--- config.mk ---
export PLATFORM = sky130hd
export DESIGN_NAME = ibex_ifetch_capture_fifo
export DESIGN_NICKNAME = d
export VERILOG_FILES = /design/src/rtl/ibex_ifetch_capture_pkg.sv /design/src/rtl/ibex_ifetch_capture_ram.sv /design/src/rtl/ibex_ifetch_capture_fifo.sv
export SDC_FILE = /design/constraint.sdc
export NUM_CORES = 1
export LEC_CHECK = 0
export CAP_MARGIN = 20
export CORE_ASPECT_RATIO = 0.75
export CORE_MARGIN = 1.5
export CORE_UTILIZATION = 25
export DETAILED_ROUTE_END_ITERATION = 10
export GPL_TIMING_DRIVEN = 0
export PLACE_DENSITY_LB_ADDON = 0.15
export SETUP_SLACK_MARGIN = 0.4
export SYNTH_ARGS = -nofsm -noshare
export SYNTH_HDL_FRONTEND = slang
export SYNTH_HIERARCHICAL = 1
export SYNTH_SLANG_ARGS = --single-unit
--- constraint.sdc ---
create_clock -name clk -period 8.6 [get_ports clk]
set_clock_uncertainty 0.15 [all_clocks]
set_input_delay 1.72 -clock clk [delete_from_list [all_inputs] [get_ports clk]]
set_output_delay 1.72 -clock clk [all_outputs]
set_load 0.02 [all_outputs]
--- src/rtl/ibex_ifetch_capture_pkg.sv ---
// Shared defaults, entry layout and helpers for the instruction-fetch capture FIFO.
package ibex_ifetch_capture_pkg;

   localparam int unsigned AddrWidthDef    = 32;
   localparam int unsigned DataWidthDef    = 32;
   localparam int unsigned SeqWidthDef     = 16;
   localparam int unsigned DropCntWidthDef = 8;

   typedef struct packed {
      logic [AddrWidthDef-1:0] addr;
      logic [DataWidthDef-1:0] rdata;
      logic                    err;
      logic                    err_plus2;
      logic [SeqWidthDef-1:0]  seq;
   } capture_entry_t;

   // Increment that sticks at the all-ones value of a counter of the given width.
   function automatic logic [63:0] sat_inc(input logic [63:0] val, input int unsigned width);
      logic [63:0] max_val;
      max_val = (width >= 64) ? '1 : ((64'd1 << width) - 64'd1);
      return (val >= max_val) ? max_val : val + 64'd1;
   endfunction

endpackage

--- src/rtl/ibex_ifetch_capture_ram.sv ---
// Depth x Width register-array storage: one synchronous write port, one asynchronous read port.
module ibex_ifetch_capture_ram #(
   parameter int unsigned Depth = 8,
   parameter int unsigned Width = 82
) (
   input  logic                     clk,
   input  logic                     we,
   input  logic [$clog2(Depth)-1:0] waddr,
   input  logic [Width-1:0]         wdata,
   input  logic [$clog2(Depth)-1:0] raddr,
   output logic [Width-1:0]         rdata
);

   logic [Width-1:0] mem_q [Depth];
   logic [Width-1:0] mem_d [Depth];

   always_comb begin
      mem_d = mem_q;
      if (we) begin
         mem_d[waddr] = wdata;
      end
   end

   always_ff @(posedge clk) begin
      mem_q <= mem_d;
   end

   assign rdata = mem_q[raddr];

endmodule

--- src/rtl/ibex_ifetch_capture_fifo.sv ---
// Captures every completed fetch handshake into a FIFO with sequence numbering,
// optional error-only filtering, saturating drop accounting and synchronous flush.
module ibex_ifetch_capture_fifo
   import ibex_ifetch_capture_pkg::*;
#(
   parameter int unsigned AddrWidth    = AddrWidthDef,
   parameter int unsigned DataWidth    = DataWidthDef,
   parameter int unsigned Depth        = 8,
   parameter int unsigned SeqWidth     = SeqWidthDef,
   parameter int unsigned DropCntWidth = DropCntWidthDef,
   parameter bit          ErrOnly      = 1'b0
) (
   input  logic                       clk,
   input  logic                       reset,
   input  logic                       fetch_valid,
   input  logic                       fetch_ready,
   input  logic [AddrWidth-1:0]       fetch_addr,
   input  logic [DataWidth-1:0]       fetch_rdata,
   input  logic                       fetch_err,
   input  logic                       fetch_err_plus2,
   input  logic                       clear,
   output logic                       out_valid,
   input  logic                       out_ready,
   output logic [AddrWidth-1:0]       out_addr,
   output logic [DataWidth-1:0]       out_rdata,
   output logic                       out_err,
   output logic                       out_err_plus2,
   output logic [SeqWidth-1:0]        out_seq,
   output logic [$clog2(Depth):0]     level,
   output logic [DropCntWidth-1:0]    drop_cnt
);

   localparam int unsigned PtrW = $clog2(Depth);
   localparam int unsigned LvlW = PtrW + 1;

   typedef struct packed {
      logic [AddrWidth-1:0] addr;
      logic [DataWidth-1:0] rdata;
      logic                 err;
      logic                 err_plus2;
      logic [SeqWidth-1:0]  seq;
   } entry_t;

   localparam int unsigned EntryW = $bits(entry_t);

   if (Depth < 2 || (Depth & (Depth - 1)) != 0) begin : g_depth_check
      $error("ibex_ifetch_capture_fifo: Depth must be a power of two and at least 2");
   end

   logic [PtrW-1:0]         wr_ptr_q, wr_ptr_d, rd_ptr_q, rd_ptr_d;
   logic [LvlW-1:0]         level_q, level_d;
   logic [SeqWidth-1:0]     seq_q, seq_d;
   logic [DropCntWidth-1:0] drop_cnt_q, drop_cnt_d;
   logic                    xfer, qual, full, empty, push, pop, overflow, wr_en;
   entry_t                  wr_entry, head;
   logic [EntryW-1:0]       ram_rdata;

   // A full FIFO still accepts a push when the head leaves in the same cycle.
   always_comb begin
      xfer     = fetch_valid & fetch_ready;
      qual     = xfer & (!ErrOnly | fetch_err | fetch_err_plus2);
      full     = (level_q == LvlW'(Depth));
      empty    = (level_q == '0);
      pop      = !empty & out_ready;
      push     = qual & (!full | pop);
      overflow = qual & full & !pop;
      wr_en    = push & !clear;

      wr_ptr_d   = wr_ptr_q;
      rd_ptr_d   = rd_ptr_q;
      level_d    = level_q;
      seq_d      = seq_q;
      drop_cnt_d = drop_cnt_q;

      if (clear) begin
         wr_ptr_d   = '0;
         rd_ptr_d   = '0;
         level_d    = '0;
         seq_d      = '0;
         drop_cnt_d = '0;
      end else begin
         if (push) wr_ptr_d = wr_ptr_q + 1'b1;
         if (pop)  rd_ptr_d = rd_ptr_q + 1'b1;
         if (push && !pop)      level_d = level_q + 1'b1;
         else if (!push && pop) level_d = level_q - 1'b1;
         if (qual) seq_d = seq_q + 1'b1;
         if (overflow) drop_cnt_d = DropCntWidth'(sat_inc(64'(drop_cnt_q), DropCntWidth));
      end
   end

   always_ff @(posedge clk or posedge reset) begin
      if (reset) begin
         wr_ptr_q   <= '0;
         rd_ptr_q   <= '0;
         level_q    <= '0;
         seq_q      <= '0;
         drop_cnt_q <= '0;
      end else begin
         wr_ptr_q   <= wr_ptr_d;
         rd_ptr_q   <= rd_ptr_d;
         level_q    <= level_d;
         seq_q      <= seq_d;
         drop_cnt_q <= drop_cnt_d;
      end
   end

   always_comb begin
      wr_entry           = '0;
      wr_entry.addr      = fetch_addr;
      wr_entry.rdata     = fetch_rdata;
      wr_entry.err       = fetch_err;
      wr_entry.err_plus2 = fetch_err_plus2;
      wr_entry.seq       = seq_q;
   end

   ibex_ifetch_capture_ram #(
      .Depth (Depth),
      .Width (EntryW)
   ) u_ram (
      .clk   (clk),
      .we    (wr_en),
      .waddr (wr_ptr_q),
      .wdata (wr_entry),
      .raddr (rd_ptr_q),
      .rdata (ram_rdata)
   );

   assign head = entry_t'(ram_rdata);

   // Storage is not reset, so head fields are masked to zero while empty.
   always_comb begin
      out_valid     = !empty;
      out_addr      = out_valid ? head.addr      : '0;
      out_rdata     = out_valid ? head.rdata     : '0;
      out_err       = out_valid ? head.err       : 1'b0;
      out_err_plus2 = out_valid ? head.err_plus2 : 1'b0;
      out_seq       = out_valid ? head.seq       : '0;
   end

   assign level    = level_q;
   assign drop_cnt = drop_cnt_q;

   a_head_stable: assert property (@(posedge clk) disable iff (reset)
      (out_valid && !out_ready && !clear) |=>
         $stable({out_addr, out_rdata, out_err, out_err_plus2, out_seq}));

   a_level_bound: assert property (@(posedge clk) disable iff (reset)
      level_q <= LvlW'(Depth));

   a_no_push_full: assert property (@(posedge clk) disable iff (reset)
      !(push && full && !pop));

endmodule
# Yosys cells after proc, flatten, opt, wreduce, memory -nomap -nowiden
# Cells that the tools add are included.
# op_classes
muxes	23
order_cmp	4
reduce_logical	14
addsub	6
eq_ne	1
bitwise_logic	9
# ops
op	n
bitwise mux 656 bit	1
binary-select mux 82 bit (select 3 bit)	1
demux 82 bit (select 3 bit)	1
2-to-1 mux 82 bit	3
2-to-1 mux 32 bit	2
2-to-1 mux 16 bit	3
2-to-1 mux 8 bit	3
adder 16 x 1 -> 16 bit (second input constant)	1
2-to-1 mux 3 bit	4
2-to-1 mux 4 bit	3
adder 8 x 1 -> 8 bit (second input constant)	1
greater-or-equal comparator 4 bit (second input constant)	2
greater-or-equal comparator 8 bit (second input constant)	1
inverter 3 -> 4 bit	2
nonzero test 2 bit	4
adder 3 x 1 -> 3 bit (second input constant)	2
AND 1 bit	6
logical NOT 1 bit	5
adder 4 x 1 -> 4 bit (second input constant)	1
equality test 4 bit (second input constant)	1
logical NOT 4 bit	1
< comparator 4 x 1 -> 1 bit (second input constant)	1
subtractor 4 x 1 -> 4 bit (second input constant)	1
logical AND 1 bit	3
other kinds (3)	4
# word_totals
regBits	690
output_inout_bits	95
elab_cells	70
in_bits	72

# Logic depth before layout (Yosys ltp)
# Gate-level depths: netlist (run 1).
# logic_depth
word_depth	10
depth_mapped	8
ltp_nobuf	8

# Modules after synthesis
# The synthesis (run 1) kept the hierarchy.
# by_module_without_submodules
mod	area_per_inst_um2	seq_area_each_um2	instances	cells_each
ibex_ifetch_capture_ram	25406.9	19698.9	1	960
ibex_ifetch_capture_fifo	2444.8	850.8	1	290

# Worst setup path after synthesis (run 1)
# No wires, ideal clock.
# synth_path
path_kind	input port to flip-flop
start	input fetch_valid
end	register u_ram/mem_q[574] (netlist name) (enable)
arrival_ps	8073
n_path_buf	1
setup_time_ps	623
cell_stages	6
path_slack_ps	-246
cell_sequence	and2_1 > clkbuf_1 > o21ai_0 > nor2_1 > nand2b_1 > nor3_1
# synth_via
elab_chain_cells	3
# synth_rtl
element	line_no	rtl
start, declared	ibex_ifetch_capture_fifo.sv:15	input logic fetch_valid,
AND 1 bit	ibex_ifetch_capture_fifo.sv:60	xfer = fetch_valid & fetch_ready;
AND 1 bit	ibex_ifetch_capture_fifo.sv:65	push = qual & (!full | pop);
AND 1 bit	ibex_ifetch_capture_fifo.sv:67	wr_en = push & !clear;
named net wr_en	ibex_ifetch_capture_fifo.sv:54	logic xfer, qual, full, empty, push, pop, overflow, wr_en;
end signal, assigned	ibex_ifetch_capture_ram.sv:25	mem_q <= mem_d;
end, declared	ibex_ifetch_capture_ram.sv:14	logic [Width-1:0] mem_q [Depth];
# The timed path passes the listed nets, and every way through them passes these cells.
# A chain may end at the register's enable or synchronous reset.

# Worst setup path in the final report (run 1)
# layout_path
start	register level_q[0], in the netlist level[0]
end	output out_seq[0]
# layout_via
elab_chain_cells	2
# layout_rtl
element	line_no	rtl
start, declared	ibex_ifetch_capture_fifo.sv:51	logic [LvlW-1:0] level_q, level_d;
start signal, assigned	ibex_ifetch_capture_fifo.sv:101	level_q <= level_d;
logical NOT 4 bit	ibex_ifetch_capture_fifo.sv:63	empty = (level_q == '0);
2-to-1 mux 16 bit	ibex_ifetch_capture_fifo.sv:137	out_seq = out_valid ? head.seq : '0;
end, declared	ibex_ifetch_capture_fifo.sv:28	output logic [SeqWidth-1:0] out_seq,
# No other way between the ends.

==> results of run 1 <==
==> cells in the mapped netlist, types with 6 or more instances <==
cell	instances	area, um2
nand3_1	12	60.1
clkbuf_8	19	262
o21ai_0	9	45.0
nor2_1	28	105
edfxtp_1	656	19700
ha_1	6	75.1
nand2_1	17	63.8
mux4_2	26	586
inv_1	6	22.5
clkbuf_1	17	63.8
mux2_2	85	957
a21oi_1	13	65.1
or3_1	6	37.5
and2_1	83	519
xor2_1	12	105
buf_6	20	225
nand4_1	6	37.5
mux4_1	138	3630
dfrtp_1	34	851
==> critical path: stages, from the launching register on <==
cell and delay [ns]:
dfrtp_1 0.49, or4_1 0.84, clkbuf_1 0.80, clkbuf_1 0.73, and2_1 0.41, clkdlybuf4s50_1 0.67
==> layout by cell type (no fill, tap or decap), types with 12 or more instances in the layout <==
| cell type | netlist | layout |
|---|---|---|
| clkinv_1 | 0 | 13 |
| clkbuf_16 | 0 | 74 |
| buf_16 | 0 | 15 |
| edfxtp_1 | 656 | 656 |
| a21oi_1 | 13 | 13 |
| nand2_1 | 17 | 17 |
| nand3_1 | 12 | 12 |
| and2_1 | 83 | 83 |
| clkdlybuf4s50_1 | 0 | 165 |
| mux4_2 | 26 | 26 |
| buf_6 | 20 | 20 |
| clkbuf_8 | 19 | 20 |
| clkbuf_1 | 17 | 38 |
| dfrtp_1 | 34 | 34 |
| buf_12 | 0 | 18 |
| xor2_1 | 12 | 12 |
| mux4_1 | 138 | 138 |
| clkinv_2 | 0 | 12 |
| nor2_1 | 28 | 22 |
| mux2_2 | 85 | 85 |
==> registers in the layout, summed over array words and instances (netlist names) <==
| signal | flops |
|---|---|
| seq_q | 16 |
| level | 4 |
| wr_ptr_q | 3 |
| drop_cnt | 8 |
| rd_ptr_q | 3 |
| u_ram/mem_q | 656 |
==> stage by stage <==
step / setup slack (ns) / instance area [um2] / hold WS [ns] / TNS, ns / total power [mW]
6_report: 2.15 / 34600 / 0.407 / 0 / 8.70
2_1_floorplan: 1.96 / 27900 / 0.380 / 0 / 4.90
3_5_place_dp: 2.72 / 32300 / 0.388 / 0 / 5.77
3_3_place_gp: -3.97 / 31300 / 0.386 / -2408.33 / 5.76
5_1_grt: 2.05 / 34600 / 0.435 / 0 / 9.07
4_1_cts: 2.04 / 34600 / 0.403 / 0 / 8.88
==> power groups by stage <==
stage               Sequential (mW)  Clock (mW)  Combinational, mW
floorplan                      3.80           0               1.09
finish                         3.73        3.07               1.91
global route                   3.73        3.29               2.04
detailed placement             3.80           0               1.97
CTS                            3.73        3.17               1.98
global placement               3.81           0               1.95
==> cells by family after synthesis <==
logic type,Yosys count
DFF,690
muxes,250
and+or+nand+nor,183
buffers and inverters,67
AOI/OAI and AO/OA,39
xor gates and xnor gates,14
adders and majority gates,7
==> layer usage <==
metal	part of all wire, %	GRT usage, %	vias to the layer above
li1	-	-	5856
met1	49	17.7	7014
met2	46	19.1	248
met3	3.9	2.37	99
met4	1.9	3.14	8
met5	0.059	0	-
==> layout make-up <==
type	instances	area (um2)	share of cell area (%)
flip-flops and latches	690	20500	59.4
multi-input cells	493	6770	19.6
repair buffers	205	2530	7.32
clock buffers	96	1940	5.62
well taps	1444	1810	5.23
plain buffers	61	574	1.66
clock inverters	39	365	1.06
inverters	6	22.5	0.0652
diodes	1	2.50	0.00724
==> how the worst max path moves through the flow <==
stage,startpoint,end,slack (ns),cells past startpoint
finish,level[0]$_DFFE_PP0P_,out_seq[0],2.15,5
global route,level[0]$_DFFE_PP0P_,out_seq[0],2.05,5
CTS,level[0]$_DFFE_PP0P_,out_seq[0],2.04,5
detailed placement,level[0]$_DFFE_PP0P_,out_seq[0],2.72,5
global placement,out_ready,u_ram/mem_q[309]$_DFFE_PP_,-3.97,6
floorplan,fetch_valid,u_ram/mem_q[164]$_DFFE_PP_,1.96,6
==> impl_metrics.env, run 1 <==
export IMPL_max_cap_violations=0
export IMPL_post_cts_setup_buffers=0
export IMPL_status="complete, no violations"
export IMPL_synth_simple_gate_area_share_pct=3.82
export IMPL_synth_ff_type="edfxtp_1"
export IMPL_hold_path_startpoint="drop_cnt[0]$_DFFE_PP0P_"
export IMPL_worst_pin_slew_ns=1.01
export IMPL_hp_class="reg -> reg"
export IMPL_grt_max_degree=35
export IMPL_post_route_period_util_pct=75.1
export IMPL_synth_top_family_by_area="multiplexers"
export IMPL_leakage_nw=11.0
export IMPL_ctsRootBufferMaster="clkbuf_16"
export IMPL_clk_latency_ns=0.62
export IMPL_max_freq_mhz=155
export IMPL_drc=0
export IMPL_start_util_pct=25.3
export IMPL_powerDensity_mw_per_mm2=252
export IMPL_antenna_found_initial=9
export IMPL_slew_violations=0
export IMPL_end_kind="output port"
export IMPL_overflow=0
export IMPL_critPathLaunchType="flop"
export IMPL_r2r_end="u_ram/mem_q[637]$_DFFE_PP_"
export IMPL_async_reset_ff_share_pct=4.93
export IMPL_fillerInstances=10400
export IMPL_avgViaCountPerCell=4.36
export IMPL_h_tree_depth=3
export IMPL_vias=13200
export IMPL_cts_sinks=690
export IMPL_min_to="drop_cnt[0]$_DFFE_PP0P_"
export IMPL_whs_path_depth=1
export IMPL_power_internal_mw=6.37
export IMPL_worstPathRequired_ns=6.73
export IMPL_area_growth_pct=24.1
export IMPL_syn_num_nets=1329
export IMPL_cts_hold_buf=0
export IMPL_cts_resized=0
export IMPL_grt_pass1_wl_mm=101
export IMPL_ir_worst_vdd_v=0.000140
export IMPL_path_max_fanout=10
export IMPL_synth_edf_count=656
export IMPL_syn_area_per_cell_um2=22.3
export IMPL_die_area_mm2=0.113
export IMPL_ant_nets=0
export IMPL_timing_rr_start="level[0]$_DFFE_PP0P_"
export IMPL_arrival_ns=4.58
export IMPL_final_util_pct=31.4
export IMPL_hpwl_mm=45.2
export IMPL_synth_area_mux_share_pct=18.6
export IMPL_wirelength_mm=69.9
export IMPL_ys_seq_area_share_pct=73.8
export IMPL_drt_pass1_iter_count=4
export IMPL_rows=105
export IMPL_core_mm2=0.110
export IMPL_final_hold_violation_count=0
export IMPL_clkTransAtPathRegs_ns=0.05
export IMPL_cts_tree="built"
export IMPL_clkPwrFrac_pct=35.2
export IMPL_period_minus_slack_ns=6.45
export IMPL_drt_iter0_drc=821
export IMPL_synth_seq_cells=690
export IMPL_rsz0062_at_grt="no"
export IMPL_slew_headroom_pct=32.6
export IMPL_postSynthCellCount=1250
export IMPL_synthDistinctLibCells=49
export IMPL_syn_area_mm2=0.0279
export IMPL_yosys_area_share_adder_pct=0.341
export IMPL_layout_nets=1610
export IMPL_port_buffer_count=165
export IMPL_sw_frac_of_total_pct=26.8
export IMPL_fin_cells=3035
export IMPL_cts_made_buffers=74
export IMPL_p_comb_share_pct=21.9
export IMPL_worstSetupPathType="reg -> out"
export IMPL_wl_per_cell_um=23.0
export IMPL_grt_pass1_vias=14100
export IMPL_synth_xor_area_share_pct=0.440
export IMPL_die_w_um=388
export IMPL_p_sw_mw=2.33
export IMPL_finalSetupViolations=0
export IMPL_place_inst=2899
export IMPL_layout_drive_gt1_share_pct=19.8
export IMPL_reg2reg_slack_ns=5.35
export IMPL_synth_compound_area_share_pct=0.876
export IMPL_ff2ff_path_depth=9
export IMPL_io_pins=167
export IMPL_track_usage_pct=12.3
export IMPL_cts_buffer_depth=3
export IMPL_seq_power_share_pct=42.9
export IMPL_yosysWarnings=6
export IMPL_place_gp_congestion=0.666
export IMPL_die_h_um=292
Power figures use the tool's default switching activity.
==> inputs of run 2 (changes only) <==
==> constraint.sdc (replaced) <==
create_clock -name clk -period 6.7 [get_ports clk]
set_clock_uncertainty 0.15 [all_clocks]
set_input_delay 1.34 -clock clk [delete_from_list [all_inputs] [get_ports clk]]
set_output_delay 1.34 -clock clk [all_outputs]
set_load 0.02 [all_outputs]
==> results of run 2 <==
The final DEF is identical to that of run 1. Status: complete, no violations.
Among the figures that moved: setup slack after placement 2.72 ns -> 1.20 ns; setup slack after layout 2.15 ns -> 0.625 ns; register-to-register setup slack 5.35 ns -> 3.45 ns; total power 8.70 mW -> 11.2 mW; worst IR drop on VDD 0.000140 V -> 0.000180 V
